### src/rtl/cache_mem_pkg.sv
// Shared types and constants for the cache-side memory arbiter.
// Holds the arbiter state/owner encodings and the default memory geometry.
package cache_mem_pkg;

    localparam int          DEF_MEM_LATENCY     = 4;
    localparam int          DEF_WORDS_PER_BLOCK = 8;
    localparam logic [15:0] BLOCK_MASK          = 16'hFFF0;

    typedef enum logic [2:0] {
        IDLE  = 3'd0,
        WRITE = 3'd1,
        FILL  = 3'd2,
        DRAIN = 3'd3,
        DONE  = 3'd4
    } state_t;

    typedef enum logic {
        OWN_I = 1'b0,
        OWN_D = 1'b1
    } owner_t;

endpackage

### src/rtl/fill_counter.sv
// Issue and return word counters for one block fill.
// Both counters clear together; the return count saturates at a full block.
module fill_counter #(
    parameter int WORDS_PER_BLOCK = 8,
    parameter int CNT_W           = $clog2(WORDS_PER_BLOCK) + 1
) (
    input  logic             clk,
    input  logic             rst_n,
    input  logic             clear,
    input  logic             issue_inc,
    input  logic             ret_inc,
    output logic [CNT_W-1:0] issue_cnt,
    output logic [2:0]       ret_idx,
    output logic             issue_last,
    output logic             ret_done
);

    logic [CNT_W-1:0] ret_cnt;

    always_ff @(posedge clk or negedge rst_n) begin
        if (!rst_n) begin
            issue_cnt <= '0;
            ret_cnt   <= '0;
        end else if (clear) begin
            issue_cnt <= '0;
            ret_cnt   <= '0;
        end else begin
            if (issue_inc) issue_cnt <= issue_cnt + CNT_W'(1);
            if (ret_inc && !ret_done) ret_cnt <= ret_cnt + CNT_W'(1);
        end
    end

    assign issue_last = (issue_cnt == CNT_W'(WORDS_PER_BLOCK - 1));
    assign ret_done   = (ret_cnt == CNT_W'(WORDS_PER_BLOCK));
    assign ret_idx    = 3'(ret_cnt);

endmodule

### src/rtl/cache_mem_arbiter.sv
// Memory-side responder for the I/D cache controllers: arbitrates block fills and
// write-through stores onto one pipelined, fixed-latency, in-order main memory.
module cache_mem_arbiter
    import cache_mem_pkg::*;
#(
    parameter int MEM_LATENCY     = DEF_MEM_LATENCY,
    parameter int WORDS_PER_BLOCK = DEF_WORDS_PER_BLOCK,
    parameter int ADDR_W          = 16,
    parameter int DATA_W          = 16
) (
    input  logic              clk,
    input  logic              rst_n,
    input  logic              MemRead_I,
    input  logic [ADDR_W-1:0] mem_read_addr_I,
    output logic              MemDataValid_I,
    output logic [DATA_W-1:0] mem_read_data_I,
    output logic [2:0]        mem_word_idx_I,
    input  logic              MemRead_D,
    input  logic [ADDR_W-1:0] mem_read_addr_D,
    input  logic              MemWrite_D,
    input  logic [ADDR_W-1:0] mem_write_addr_D,
    input  logic [DATA_W-1:0] mem_write_data_D,
    output logic              MemDataValid_D,
    output logic [DATA_W-1:0] mem_read_data_D,
    output logic [2:0]        mem_word_idx_D,
    output logic              mem_write_done_D,
    output logic              mem_req,
    output logic              mem_we,
    output logic [ADDR_W-1:0] mem_addr,
    output logic [DATA_W-1:0] mem_wdata,
    input  logic [DATA_W-1:0] mem_rdata,
    input  logic              mem_rvalid,
    output state_t            dbg_state
);

    localparam int                CNT_W = $clog2(WORDS_PER_BLOCK) + 1;
    localparam logic [ADDR_W-1:0] MASK  = ADDR_W'(BLOCK_MASK);

    // Returns must trail issues by at least a cycle, and the word index ports are 3 bits.
    if (MEM_LATENCY < 1 || WORDS_PER_BLOCK > 8 || WORDS_PER_BLOCK < 2) begin : g_bad_params
        $error("cache_mem_arbiter: unsupported MEM_LATENCY/WORDS_PER_BLOCK");
    end

    state_t            state;
    owner_t            owner;
    logic              i_waiting;
    logic [ADDR_W-1:0] base;

    logic [CNT_W-1:0]  issue_cnt;
    logic [2:0]        ret_idx;
    logic              issue_last;
    logic              ret_done;
    logic              ret_inc;
    logic [ADDR_W-1:0] next_off;

    // Returns outside FILL/DRAIN are stale (e.g. after a mid-fill reset) and dropped.
    assign ret_inc   = ((state == FILL) || (state == DRAIN)) && mem_rvalid && !ret_done;
    assign next_off  = ADDR_W'((32'(issue_cnt) + 32'd1) << 1);
    assign dbg_state = state;

    fill_counter #(
        .WORDS_PER_BLOCK (WORDS_PER_BLOCK),
        .CNT_W           (CNT_W)
    ) u_fill_counter (
        .clk        (clk),
        .rst_n      (rst_n),
        .clear      (state == IDLE),
        .issue_inc  (state == FILL),
        .ret_inc    (ret_inc),
        .issue_cnt  (issue_cnt),
        .ret_idx    (ret_idx),
        .issue_last (issue_last),
        .ret_done   (ret_done)
    );

    always_ff @(posedge clk or negedge rst_n) begin
        if (!rst_n) begin
            state            <= IDLE;
            owner            <= OWN_D;
            i_waiting        <= 1'b0;
            base             <= '0;
            mem_req          <= 1'b0;
            mem_we           <= 1'b0;
            mem_addr         <= '0;
            mem_wdata        <= '0;
            mem_write_done_D <= 1'b0;
            MemDataValid_I   <= 1'b0;
            MemDataValid_D   <= 1'b0;
            mem_read_data_I  <= '0;
            mem_read_data_D  <= '0;
            mem_word_idx_I   <= '0;
            mem_word_idx_D   <= '0;
        end else begin
            mem_write_done_D <= 1'b0;
            MemDataValid_I   <= 1'b0;
            MemDataValid_D   <= 1'b0;

            if (ret_inc) begin
                if (owner == OWN_I) begin
                    MemDataValid_I  <= 1'b1;
                    mem_read_data_I <= mem_rdata;
                    mem_word_idx_I  <= ret_idx;
                end else begin
                    MemDataValid_D  <= 1'b1;
                    mem_read_data_D <= mem_rdata;
                    mem_word_idx_D  <= ret_idx;
                end
            end

            case (state)
                IDLE: begin
                    if (MemWrite_D) begin
                        state     <= WRITE;
                        mem_req   <= 1'b1;
                        mem_we    <= 1'b1;
                        mem_addr  <= mem_write_addr_D;
                        mem_wdata <= mem_write_data_D;
                    end else if (MemRead_D && !(i_waiting && MemRead_I)) begin
                        // I loses once at most: the next contested grant goes to I.
                        state    <= FILL;
                        owner    <= OWN_D;
                        base     <= mem_read_addr_D & MASK;
                        mem_req  <= 1'b1;
                        mem_we   <= 1'b0;
                        mem_addr <= mem_read_addr_D & MASK;
                        if (MemRead_I) i_waiting <= 1'b1;
                    end else if (MemRead_I) begin
                        state     <= FILL;
                        owner     <= OWN_I;
                        base      <= mem_read_addr_I & MASK;
                        mem_req   <= 1'b1;
                        mem_we    <= 1'b0;
                        mem_addr  <= mem_read_addr_I & MASK;
                        i_waiting <= 1'b0;
                    end
                end
                WRITE: begin
                    mem_req          <= 1'b0;
                    mem_we           <= 1'b0;
                    mem_write_done_D <= 1'b1;
                    state            <= DONE;
                end
                FILL: begin
                    if (issue_last) begin
                        mem_req <= 1'b0;
                        state   <= DRAIN;
                    end else begin
                        mem_addr <= base + next_off;
                    end
                end
                DRAIN: begin
                    if (ret_done) state <= DONE;
                end
                DONE: begin
                    state <= IDLE;
                end
                default: begin
                    state <= IDLE;
                end
            endcase
        end
    end

endmodule

### config.mk
export PLATFORM = sky130hd
export DESIGN_NAME = cache_mem_arbiter
export DESIGN_NICKNAME = d
export VERILOG_FILES = /design/src/rtl/cache_mem_pkg.sv /design/src/rtl/fill_counter.sv /design/src/rtl/cache_mem_arbiter.sv
export SDC_FILE = /design/constraint.sdc
export NUM_CORES = 1
export LEC_CHECK = 0
export ABC_AREA = 1
export CAP_MARGIN = 15
export CORE_ASPECT_RATIO = 0.7
export CORE_MARGIN = 2
export CORE_UTILIZATION = 30
export DETAILED_ROUTE_END_ITERATION = 8
export SLEW_MARGIN = 20
export SYNTH_ARGS = -nofsm -noshare
export SYNTH_HDL_FRONTEND = slang
export SYNTH_HIERARCHICAL = 1
export SYNTH_SLANG_ARGS = --single-unit
export TNS_END_PERCENT = 100
### constraint.sdc
create_clock -name clk -period 2.8 [get_ports clk]
set_input_delay 0.56 -clock clk [delete_from_list [all_inputs] [get_ports clk]]
set_output_delay 0.56 -clock clk [all_outputs]
set_load 0.02 [all_outputs]
==> results.py, run 1 <==
metrics = {
    "floorplanning": {
        "start_util_pct": 30.8,
        "die-area_mm2": 0.0171,
        "die_w_um": 155,
        "die_y_um": 110,
        "ios": 164,
        "rows": 38,
        "core_mm2": 0.0156,
    },
    "placed_design": {
        "dp.final_hpwl_um": 9930,
        "gp_congestion": 0.830,
        "io_buffer_count": 155,
    },
    "clocking": {
        "worstSkewPairLatency_ns": 0.34,
        "path_clk_slew_ns": 0.07,
        "cts_root_buffer": "clkbuf_16",
        "htreeDepth": 3,
        "holdBufCountCts": 0,
        "cts_tree": "yes",
        "cts_buffers": 9,
        "cts_sinks": 100,
        "post_cts_resize_count": 0,
        "cts_setup_buffers": 0,
        "clockBufferDepth": 2,
    },
    "timing": {
        "rsz0062_at_grt": "no",
        "finalHoldViolCount": 0,
        "fin_tns_setup_ns": 0,
        "slew_viol_final": 0,
        "whs_ns": 0.246,
        "worstMarginPinSlew_ns": 0.678,
        "finClkSkew_ns": 0.00704,
        "fin_crit_ns": 2.40,
        "finalSetupViolCount": 0,
        "fmax_mhz": 417,
        "finalCritPeriodShare_pct": 85.6,
        "max_slew_margin_pct": 54.8,
    },
    "routing": {
        "routed_wirelength_um": 13000,
        "drt_first_iter_violations": 232,
        "via_per_inst": 4.53,
        "wire_per_inst_um": 14.0,
        "drc": 0,
        "vias": 4190,
        "dr.pass1.iters": 5,
        "antenna_left": 0,
    },
    "global_route": {
        "grt_antenna_before_repair": 0,
        "top_usage_layer": "met2",
        "grtUsageMet3_pct": 4.14,
        "groute.layer.met1.usage_pct": 22.4,
        "grt_use_total_pct": 15.5,
        "use_met2_pct": 23.2,
        "grt_max_degree": 52,
        "grt_pass1_wl_um": 20800,
        "first_global_vias": 4044,
        "gr-total-overflow": 0,
    },
    "cells_and_area": {
        "multi_input_area_mm2": 0.00192,
        "layout-drive-gt1-share_pct": 8.69,
        "final_nets": 813,
        "fillCellCount": 1531,
        "area_growth_syn_to_layout_pct": 42.1,
        "seq_area_mm2": 0.00250,
        "n_antenna_cell": 0,
    },
    "synthesis": {
        "yosysWarnings": 6,
        "syn_avg_cell_area_um2": 8.50,
        "post-synth-top-area-fraction_pct": 51.5,
        "syn_area_mm2": 0.00481,
        "syn_nets": 659,
        "yosysSeqAreaShare_pct": 52.1,
        "yosysUniqueCellTypes": 36,
        "ys.flop_type": "dfrtp_1",
        "synth-seq-cells": 100,
        "synthCells": 566,
        "yosys.area.top_type": "dfrtp_1",
        "synth_area_leaders": "dfrtp_1 (52%), nand2_1 (14%), o21ai_0 (4.9%), inv_1 (4.1%), nor2_1 (4.1%)",
        "async_reset_ff_share_pct": 100,
        "synth_edf_count": 0,
    },
    "power": {
        "peakVddDrop_uv": 542,
        "powerDensity_mw_per_mm2": 1160,
        "p_leak_nw": 3.28,
    },
    "worst_setup_path": {
        "cp-end-kind": "register",
        "crit_path_max_fanout": 6,
        "crit_required_ns": 3.03,
        "start_kind": "register",
        "worstPathArrival_ns": 2.63,
        "path_class": "register to register",
    },
    "run_status": {
        "status": "completed",
    },
    "min_path": {
        "hp-class": "input pin to async pin",
    },
    "job": {
        "max_cap_viol_count": 0,
    },
}
-- routing by layer --
metal	wire, um	share of wire (%)
met2	5720	44
met3	632	4.9
met5	0	0
met1	6520	50
met4	103	0.79
-- where the power goes --
part,internal [W],switching [W]
logic,0.00176,0.00224
clock network,0.000708,0.000576
registers,0.00214,0.000487
total,0.00461,0.00330
-- cells by family (layout without fill, tap and decap cells) --
group,Yosys count,after routing,share of synthesized area [%]
buffers and inverters,82,241,7.96
AOI/OAI and AO/OA,83,83,9.00
adders and majority gates,7,7,1.98
xor gates and xnor gates,2,2,0.364
muxes,16,16,4.45
and+or+nand+nor,276,276,24.2
DFF,100,100,52.1
-- flip-flops by register name, indices dropped and copies added, names as in the netlist, 3 cells and up --
| name | flops |
|---|---|
| base | 12 |
| dbg_state | 3 |
| mem_addr | 16 |
| mem_read_data_D | 16 |
| mem_read_data_I | 16 |
| mem_wdata | 16 |
| mem_word_idx_D | 3 |
| mem_word_idx_I | 3 |
| u_fill_counter/issue_cnt | 4 |
| u_fill_counter/ret_cnt | 4 |
-- layout make-up --
type,instances,share of cell area (%)
inverters,60,3.33
clock inverters,7,1.19
flip-flops and latches,100,36.6
clock buffers,9,3.30
repair buffers,165,23.8
well taps,200,3.66
multi-input cells,384,28.1
-- per-stage QoR --
step	area [um2]	utilization, %	cells	worst slack, ns	power (W)
after floorplan	4810	-	566	0.832	0.00496
after global placement	6530	41.9	909	0.407	0.00658
after CTS	6830	43.8	925	0.409	0.00799
final	6830	43.8	925	0.403	0.00791
after global routing	6830	43.8	925	0.175	0.00853
after detailed placement	6530	41.9	909	0.372	0.00666
-- path summary, 6_finish.rpt --
| kind | from | endpoint | slack (ns) | depth (start not counted) |
|---|---|---|---|---|
| setup / recovery | u_fill_counter/issue_cnt[2] | mem_addr[14] | 0.40 | 11 |
| hold / removal | rst_n | mem_addr[8] | 0.25 | 1 |
| setup reg to reg | u_fill_counter/issue_cnt[2] | mem_addr[14] | 0.40 | 11 |
| hold reg to reg | mem_addr[12] | mem_addr[12] | 0.48 | 2 |
| max in group asynchronous | rst_n | mem_wdata[9] | 1.78 | 2 |
| min in group clk | mem_addr[12] | mem_addr[12] | 0.48 | 2 |
-- cells in the final DEF, fill, tap and decap left out, types with 3 or more instances in the layout --
cell | netlist | layout
mux2_2 | 7 | 7
nand2_1 | 176 | 176
nand2_2 | 3 | 3
nor3_1 | 4 | 4
clkbuf_16 | 0 | 9
a31oi_1 | 7 | 7
o21ai_1 | 20 | 20
nor2_1 | 52 | 52
clkdlybuf4s50_1 | 0 | 154
mux2_4 | 9 | 9
inv_1 | 53 | 53
buf_4 | 4 | 11
a21oi_1 | 6 | 6
nor2_2 | 3 | 3
nand3_1 | 25 | 25
inv_2 | 5 | 5
nand4_1 | 6 | 6
ha_1 | 6 | 6
dfrtp_1 | 99 | 99
o21ai_0 | 47 | 47
-- critical path, cell delays in order (launching register included) --
cell and delay, ns:
dfrtp_1 0.47, nand3_1 0.12, xnor2_1 0.17, ha_1 0.19, inv_1 0.05, fa_1 0.42, nor2_1 0.37, nand4_1 0.14
nand3_1 0.10, nand2_1 0.11, nand2_1 0.09, nand2_1 0.04
-- Yosys cell counts (2+ instances only) --
library cell	instances
clkbuf_1	2
nor2_1	52
buf_4	4
ha_1	6
buf_2	8
nand4_1	6
nand3_1	25
or2_2	2
clkbuf_2	2
o21ai_0	47
nor2_2	3
nand2_1	176
nand2_2	3
mux2_4	9
a21oi_1	6
a31oi_1	7
nor3_1	4
o21ai_1	20
dfrtp_1	99
inv_2	5
buf_6	6
inv_1	53
xnor2_1	2
mux2_2	7
Power figures use the tool's default switching activity.
==> inputs of run 2 (changes only) <==
--- a/config.mk
+++ b/config.mk
@@ -9,8 +9,9 @@
 export CAP_MARGIN = 15
 export CORE_ASPECT_RATIO = 0.7
 export CORE_MARGIN = 2
-export CORE_UTILIZATION = 30
+export CORE_UTILIZATION = 45
 export DETAILED_ROUTE_END_ITERATION = 8
+export PLACE_DENSITY = 0.79
 export SLEW_MARGIN = 20
 export SYNTH_ARGS = -nofsm -noshare
 export SYNTH_HDL_FRONTEND = slang
==> constraint.sdc (replaced) <==
create_clock -name clk -period 2.8 [get_ports clk]
set_input_delay 0.28 -clock clk [delete_from_list [all_inputs] [get_ports clk]]
set_output_delay 0.28 -clock clk [all_outputs]
set_load 0.02 [all_outputs]
==> run 2 against run 1 <==
Compared with the run above:
- maximum frequency rose by 0.19%
- worst setup slack improved by 0.0045 ns
- global-route usage rose by 6.6 points
- clock power fell by 6%
- cell count fell by 7.9%
- core utilization rose by 21 points
- wire length fell by 5.6%
- largest power group unchanged
- highest routed layer unchanged
- clock skew fell by 0.0023 ns
==> results.py, run 2 (same netlist as run 1, synthesis figures left out) <==
metrics = {
    "run_status": {
        "status": "completed",
    },
    "clocking": {
        "post_cts_resize_count": 0,
        "htreeDepth": 3,
        "clockBufferDepth": 2,
        "cts_root_buffer": "clkbuf_16",
        "holdBufCountCts": 0,
        "path_clk_slew_ns": 0.06,
        "cts_tree": "yes",
        "cts_sinks": 100,
        "worstSkewPairLatency_ns": 0.33,
        "cts_setup_buffers": 0,
        "cts_buffers": 9,
    },
    "routing": {
        "antenna_left": 0,
        "via_per_inst": 4.93,
        "drc": 0,
        "vias": 4202,
        "wire_per_inst_um": 14.4,
        "dr.pass1.iters": 4,
        "drt_first_iter_violations": 293,
        "routed_wirelength_um": 12300,
    },
    "worst_setup_path": {
        "r2r-end": "mem_addr[14]",
        "r2r_cells": 12,
        "start_kind": "register",
        "worstPathArrival_ns": 2.67,
        "reg2reg_from": "u_fill_counter/issue_cnt[2]",
        "r2r_slack_ns": 0.41,
        "crit_path_max_fanout": 6,
        "cp-end-kind": "register",
        "path_class": "register to register",
        "crit_required_ns": 3.08,
    },
    "global_route": {
        "top_usage_layer": "met2",
        "grtUsageMet3_pct": 5.63,
        "grt_max_degree": 66,
        "grt_use_total_pct": 22.1,
        "grt_antenna_before_repair": 0,
        "gr-total-overflow": 0,
        "first_global_vias": 4148,
        "groute.layer.met1.usage_pct": 32.3,
        "use_met2_pct": 32.8,
        "grt_pass1_wl_um": 20400,
    },
    "floorplanning": {
        "core_mm2": 0.0104,
        "die_w_um": 128,
        "start_util_pct": 46.4,
        "die-area_mm2": 0.0115,
        "rows": 31,
        "die_y_um": 90.5,
        "ios": 164,
    },
    "job": {
        "max_cap_viol_count": 0,
    },
    "placed_design": {
        "io_buffer_count": 155,
        "gp_congestion": 0.831,
        "dp.final_hpwl_um": 9170,
        "dp_slack_ns": 0.432,
        "dpl.cell_count": 837,
    },
    "cells_and_area": {
        "final_nets": 809,
        "mostFrequentLayoutCell": "nand2_1",
        "seq_area_mm2": 0.00250,
        "area_growth_syn_to_layout_pct": 39.6,
        "multi_input_area_mm2": 0.00192,
        "layout_common_cells": "nand2_1 (176), clkdlybuf4s50_1 (154), dfrtp_1 (99), inv_1 (53), nor2_1 (52)",
        "n_antenna_cell": 0,
        "fillCellCount": 849,
        "stdcell_count": 852,
        "layout-drive-gt1-share_pct": 7.64,
    },
    "timing": {
        "finClkSkew_ns": 0.00478,
        "finalSetupViolCount": 0,
        "fmax_mhz": 418,
        "finalCritPeriodShare_pct": 85.4,
        "slew_viol_final": 0,
        "worstMarginPinSlew_ns": 0.831,
        "fin_crit_ns": 2.39,
        "finalHoldViolCount": 0,
        "fin_tns_setup_ns": 0,
        "rsz0062_at_grt": "no",
        "max_slew_margin_pct": 44.6,
        "fin_ws_ns": 0.408,
    },
    "power": {
        "p_sw_w": 0.00319,
        "switching_share_pct": 40.9,
        "peakVddDrop_uv": 541,
        "p_int_w": 0.00461,
        "p_clk_share_pct": 15.4,
        "powerDensity_mw_per_mm2": 1160,
        "comb_power_share_pct": 50.8,
        "p_leak_nw": 3.25,
        "seqPwrFrac_pct": 33.8,
    },
    "min_path": {
        "hp-class": "input pin to async pin",
    },
}
run 2: changes by cell type in the layout (fill, tap and decap cells not counted), sizes merged:
cell / delta
buf: -4
clkbuf: +4
clkinv: -2
inv: -3
run 2: layout make-up:
class / count / share of cell area (%)
Timing Repair Buffer: 161 / 23.9
Inverter: 60 / 3.39
Multi-Input combinational cell: 384 / 28.6
Clock buffer: 13 / 3.73
Tap cell: 132 / 2.46
Sequential cell: 100 / 37.3
Clock inverter: 2 / 0.522
run 2: worst max path at each step:
| stage | start | to | slack, ns | cells past startpoint |
|---|---|---|---|---|
| 2_1_floorplan | u_fill_counter/issue_cnt[2] | mem_addr[14] | 0.83 | 11 |
| 3_3_place_gp | u_fill_counter/issue_cnt[0] | mem_addr[14] | 0.55 | 11 |
| 3_5_place_dp | u_fill_counter/issue_cnt[2] | mem_addr[14] | 0.43 | 12 |
| 4_1_cts | u_fill_counter/issue_cnt[2] | mem_addr[14] | 0.41 | 12 |
| 5_1_grt | u_fill_counter/issue_cnt[2] | mem_addr[14] | 0.14 | 12 |
| 6_report | u_fill_counter/issue_cnt[2] | mem_addr[14] | 0.41 | 12 |
run 2: worst max-delay path: stages, from the launching register on:
cell,delay (ns)
dfrtp_1,0.46
nand3_1,0.13
xnor2_1,0.16
ha_1,0.20
inv_1,0.06
fa_1,0.41
nor2_1,0.36
nand3_1,0.14
nand2_1,0.09
nand3_1,0.08
nand2_1,0.12
nand2_1,0.06
nand2_1,0.05
run 2: stage by stage:
| stage | area (um2) | hold slack [ns] | total power, W | utilization, % |
|---|---|---|---|---|
| floorplan | 4810 | -0.0156 | 0.00496 | - |
| global placement | 6420 | 0.428 | 0.00646 | 62.0 |
| detailed placement | 6420 | 0.439 | 0.00661 | 62.0 |
| CTS | 6710 | 0.0738 | 0.00786 | 64.8 |
| global route | 6710 | 0.114 | 0.00838 | 64.8 |
| finish | 6710 | 0.0384 | 0.00779 | 64.8 |
run 2: metal layers:
metal  wire, um  share of wire, %
met1       5980                49
met2       5510                45
met3        669               5.5
met4        100              0.82
met5          0                 0
run 2: power groups by stage:
stage                     Clock [W]  Sequential [W]  Combinational (W)
after floorplan                   0         0.00320            0.00176
after global placement            0         0.00260            0.00386
after detailed placement          0         0.00264            0.00397
after CTS                   0.00124         0.00263            0.00399
after global routing        0.00131         0.00272            0.00435
final                       0.00120         0.00263            0.00396
==> inputs of run 3 (changes only) <==
--- a/config.mk
+++ b/config.mk
@@ -7,7 +7,7 @@
 export LEC_CHECK = 0
 export ABC_AREA = 1
 export CAP_MARGIN = 15
-export CORE_ASPECT_RATIO = 0.7
+export CORE_ASPECT_RATIO = 0.5
 export CORE_MARGIN = 2
 export CORE_UTILIZATION = 45
 export DETAILED_ROUTE_END_ITERATION = 8
==> run 3 against run 2 <==
Compared with the run above:
- hold slack improved by 0.33 ns
- critical path type unchanged
- core utilization rose by 0.75 points
- first-iteration DRC count fell by 40%
- critical endpoint unchanged
==> results.py, run 3 (same netlist as run 1, synthesis figures left out) <==
metrics = {
    "placed_design": {
        "dp.final_hpwl_um": 8460,
        "gp_congestion": 0.860,
        "io_buffer_count": 155,
    },
    "timing": {
        "max_slew_margin_pct": 68.3,
        "slew_viol_final": 0,
        "finClkSkew_ns": 0.00846,
        "worstMarginPinSlew_ns": 0.475,
        "whs_ns": 0.370,
        "fin_tns_setup_ns": 0,
        "finalHoldViolCount": 0,
        "finalSetupViolCount": 0,
        "finalCritPeriodShare_pct": 82.9,
        "rsz0062_at_grt": "no",
        "fin_crit_ns": 2.32,
        "fmax_mhz": 431,
    },
    "global_route": {
        "grt_pass1_wl_um": 19900,
        "grt_use_total_pct": 21.5,
        "gr-total-overflow": 0,
        "grt_antenna_before_repair": 0,
        "grt_max_degree": 76,
        "first_global_vias": 4242,
    },
    "power": {
        "peakVddDrop_uv": 467,
        "p_leak_nw": 3.27,
        "powerDensity_mw_per_mm2": 1160,
    },
    "worst_setup_path": {
        "r2r_cells": 12,
        "start_kind": "register",
        "reg2reg_from": "u_fill_counter/issue_cnt[2]",
        "worstPathArrival_ns": 2.61,
        "path_class": "register to register",
        "crit_required_ns": 3.09,
        "crit_path_max_fanout": 6,
        "cp-startpoint": "u_fill_counter/issue_cnt[2]",
        "r2r_slack_ns": 0.48,
        "r2r-end": "mem_addr[14]",
        "crit_path_end": "mem_addr[14]",
        "cp-end-kind": "register",
    },
    "routing": {
        "antenna_left": 0,
        "vias": 4238,
        "routed_wirelength_um": 11900,
        "via_per_inst": 4.92,
        "dr.pass1.iters": 4,
        "drt_first_iter_violations": 176,
        "wire_per_inst_um": 13.8,
        "drc": 0,
    },
    "floorplanning": {
        "die_y_um": 77.1,
        "start_util_pct": 46.6,
        "die-area_mm2": 0.0116,
        "rows": 26,
        "ios": 164,
        "die_w_um": 150,
        "core_mm2": 0.0103,
    },
    "clocking": {
        "htreeDepth": 3,
        "cts_sinks": 100,
        "path_clk_slew_ns": 0.07,
        "clockBufferDepth": 2,
        "cts_setup_buffers": 0,
        "worstSkewPairLatency_ns": 0.35,
        "cts_buffers": 9,
        "cts_tree": "yes",
        "cts_root_buffer": "clkbuf_16",
    },
    "job": {
        "max_cap_viol_count": 0,
    },
    "cells_and_area": {
        "area_growth_syn_to_layout_pct": 40.6,
        "final_nets": 810,
        "layout-drive-gt1-share_pct": 8.17,
        "mostFrequentLayoutCell": "nand2_1",
        "n_antenna_cell": 0,
        "layout_common_cells": "nand2_1 (176), clkdlybuf4s50_1 (154), dfrtp_1 (99), inv_1 (53), nor2_1 (52)",
    },
    "run_status": {
        "status": "completed",
    },
    "min_path": {
        "hp-class": "input pin to async pin",
    },
}
[run 3: what timing repair did]
item,4_1_cts,5_1_grt
gates resized for setup,0,0
hold buffers,1,0
setup endpoints to repair,0,0
hold endpoints to repair,25,0
[run 3: metal layers]
layer | share of wire [%] | GRT usage [%]
met5 | 0 | 0
met4 | 1.4 | 5.94
met3 | 6.6 | 5.30
met2 | 49 | 37.1
met1 | 43 | 27.0
[run 3: how the worst min path moves through the flow]
| stage | end | slack (ns) | cells after the start |
|---|---|---|---|
| after floorplan | MemDataValid_D | -0.02 | 0 |
| after global placement | base[14] | 0.21 | 1 |
| after detailed placement | base[14] | 0.22 | 1 |
| after CTS | base[11] | 0.38 | 2 |
| after global routing | base[11] | 0.41 | 2 |
| final | base[11] | 0.37 | 2 |
[run 3: power by group]
group / internal (W) / switching (W)
registers: 0.00214 / 0.000454
clock network: 0.000719 / 0.000604
logic: 0.00175 / 0.00219
total: 0.00461 / 0.00325
[run 3: area by class of cell]
class                           instances  area [um2]
Multi-Input combinational cell        384        1920
Sequential cell                       100        2500
Fill cell                             854        3550
Inverter                               60         228
Timing Repair Buffer                  162        1620
Clock inverter                          7        88.8
Tap cell                              140         175
Clock buffer                            9         225
[run 3: stage by stage]
| stage | util [%] | total power [W] | worst slack [ns] | std cells | cell area [um2] |
|---|---|---|---|---|---|
| floorplan | - | 0.00496 | 0.832 | 566 | 4810 |
| global placement | 62.4 | 0.00643 | 0.558 | 845 | 6430 |
| detailed placement | 62.4 | 0.00658 | 0.512 | 845 | 6430 |
| CTS | 65.5 | 0.00793 | 0.492 | 862 | 6760 |
| global route | 65.5 | 0.00845 | 0.241 | 862 | 6760 |
| finish | 65.5 | 0.00786 | 0.479 | 862 | 6760 |
[run 3: worst max-delay path, cell delays in order (launching register included)]
cell and delay (ns):
dfrtp_1 0.43, nand3_1 0.12, xnor2_1 0.17, ha_1 0.20, inv_1 0.06, fa_1 0.42
nor2_1 0.35, nand3_1 0.13, nand2_1 0.08, nand3_1 0.07, nand2_1 0.07, nand2_1 0.07
nand2_1 0.08
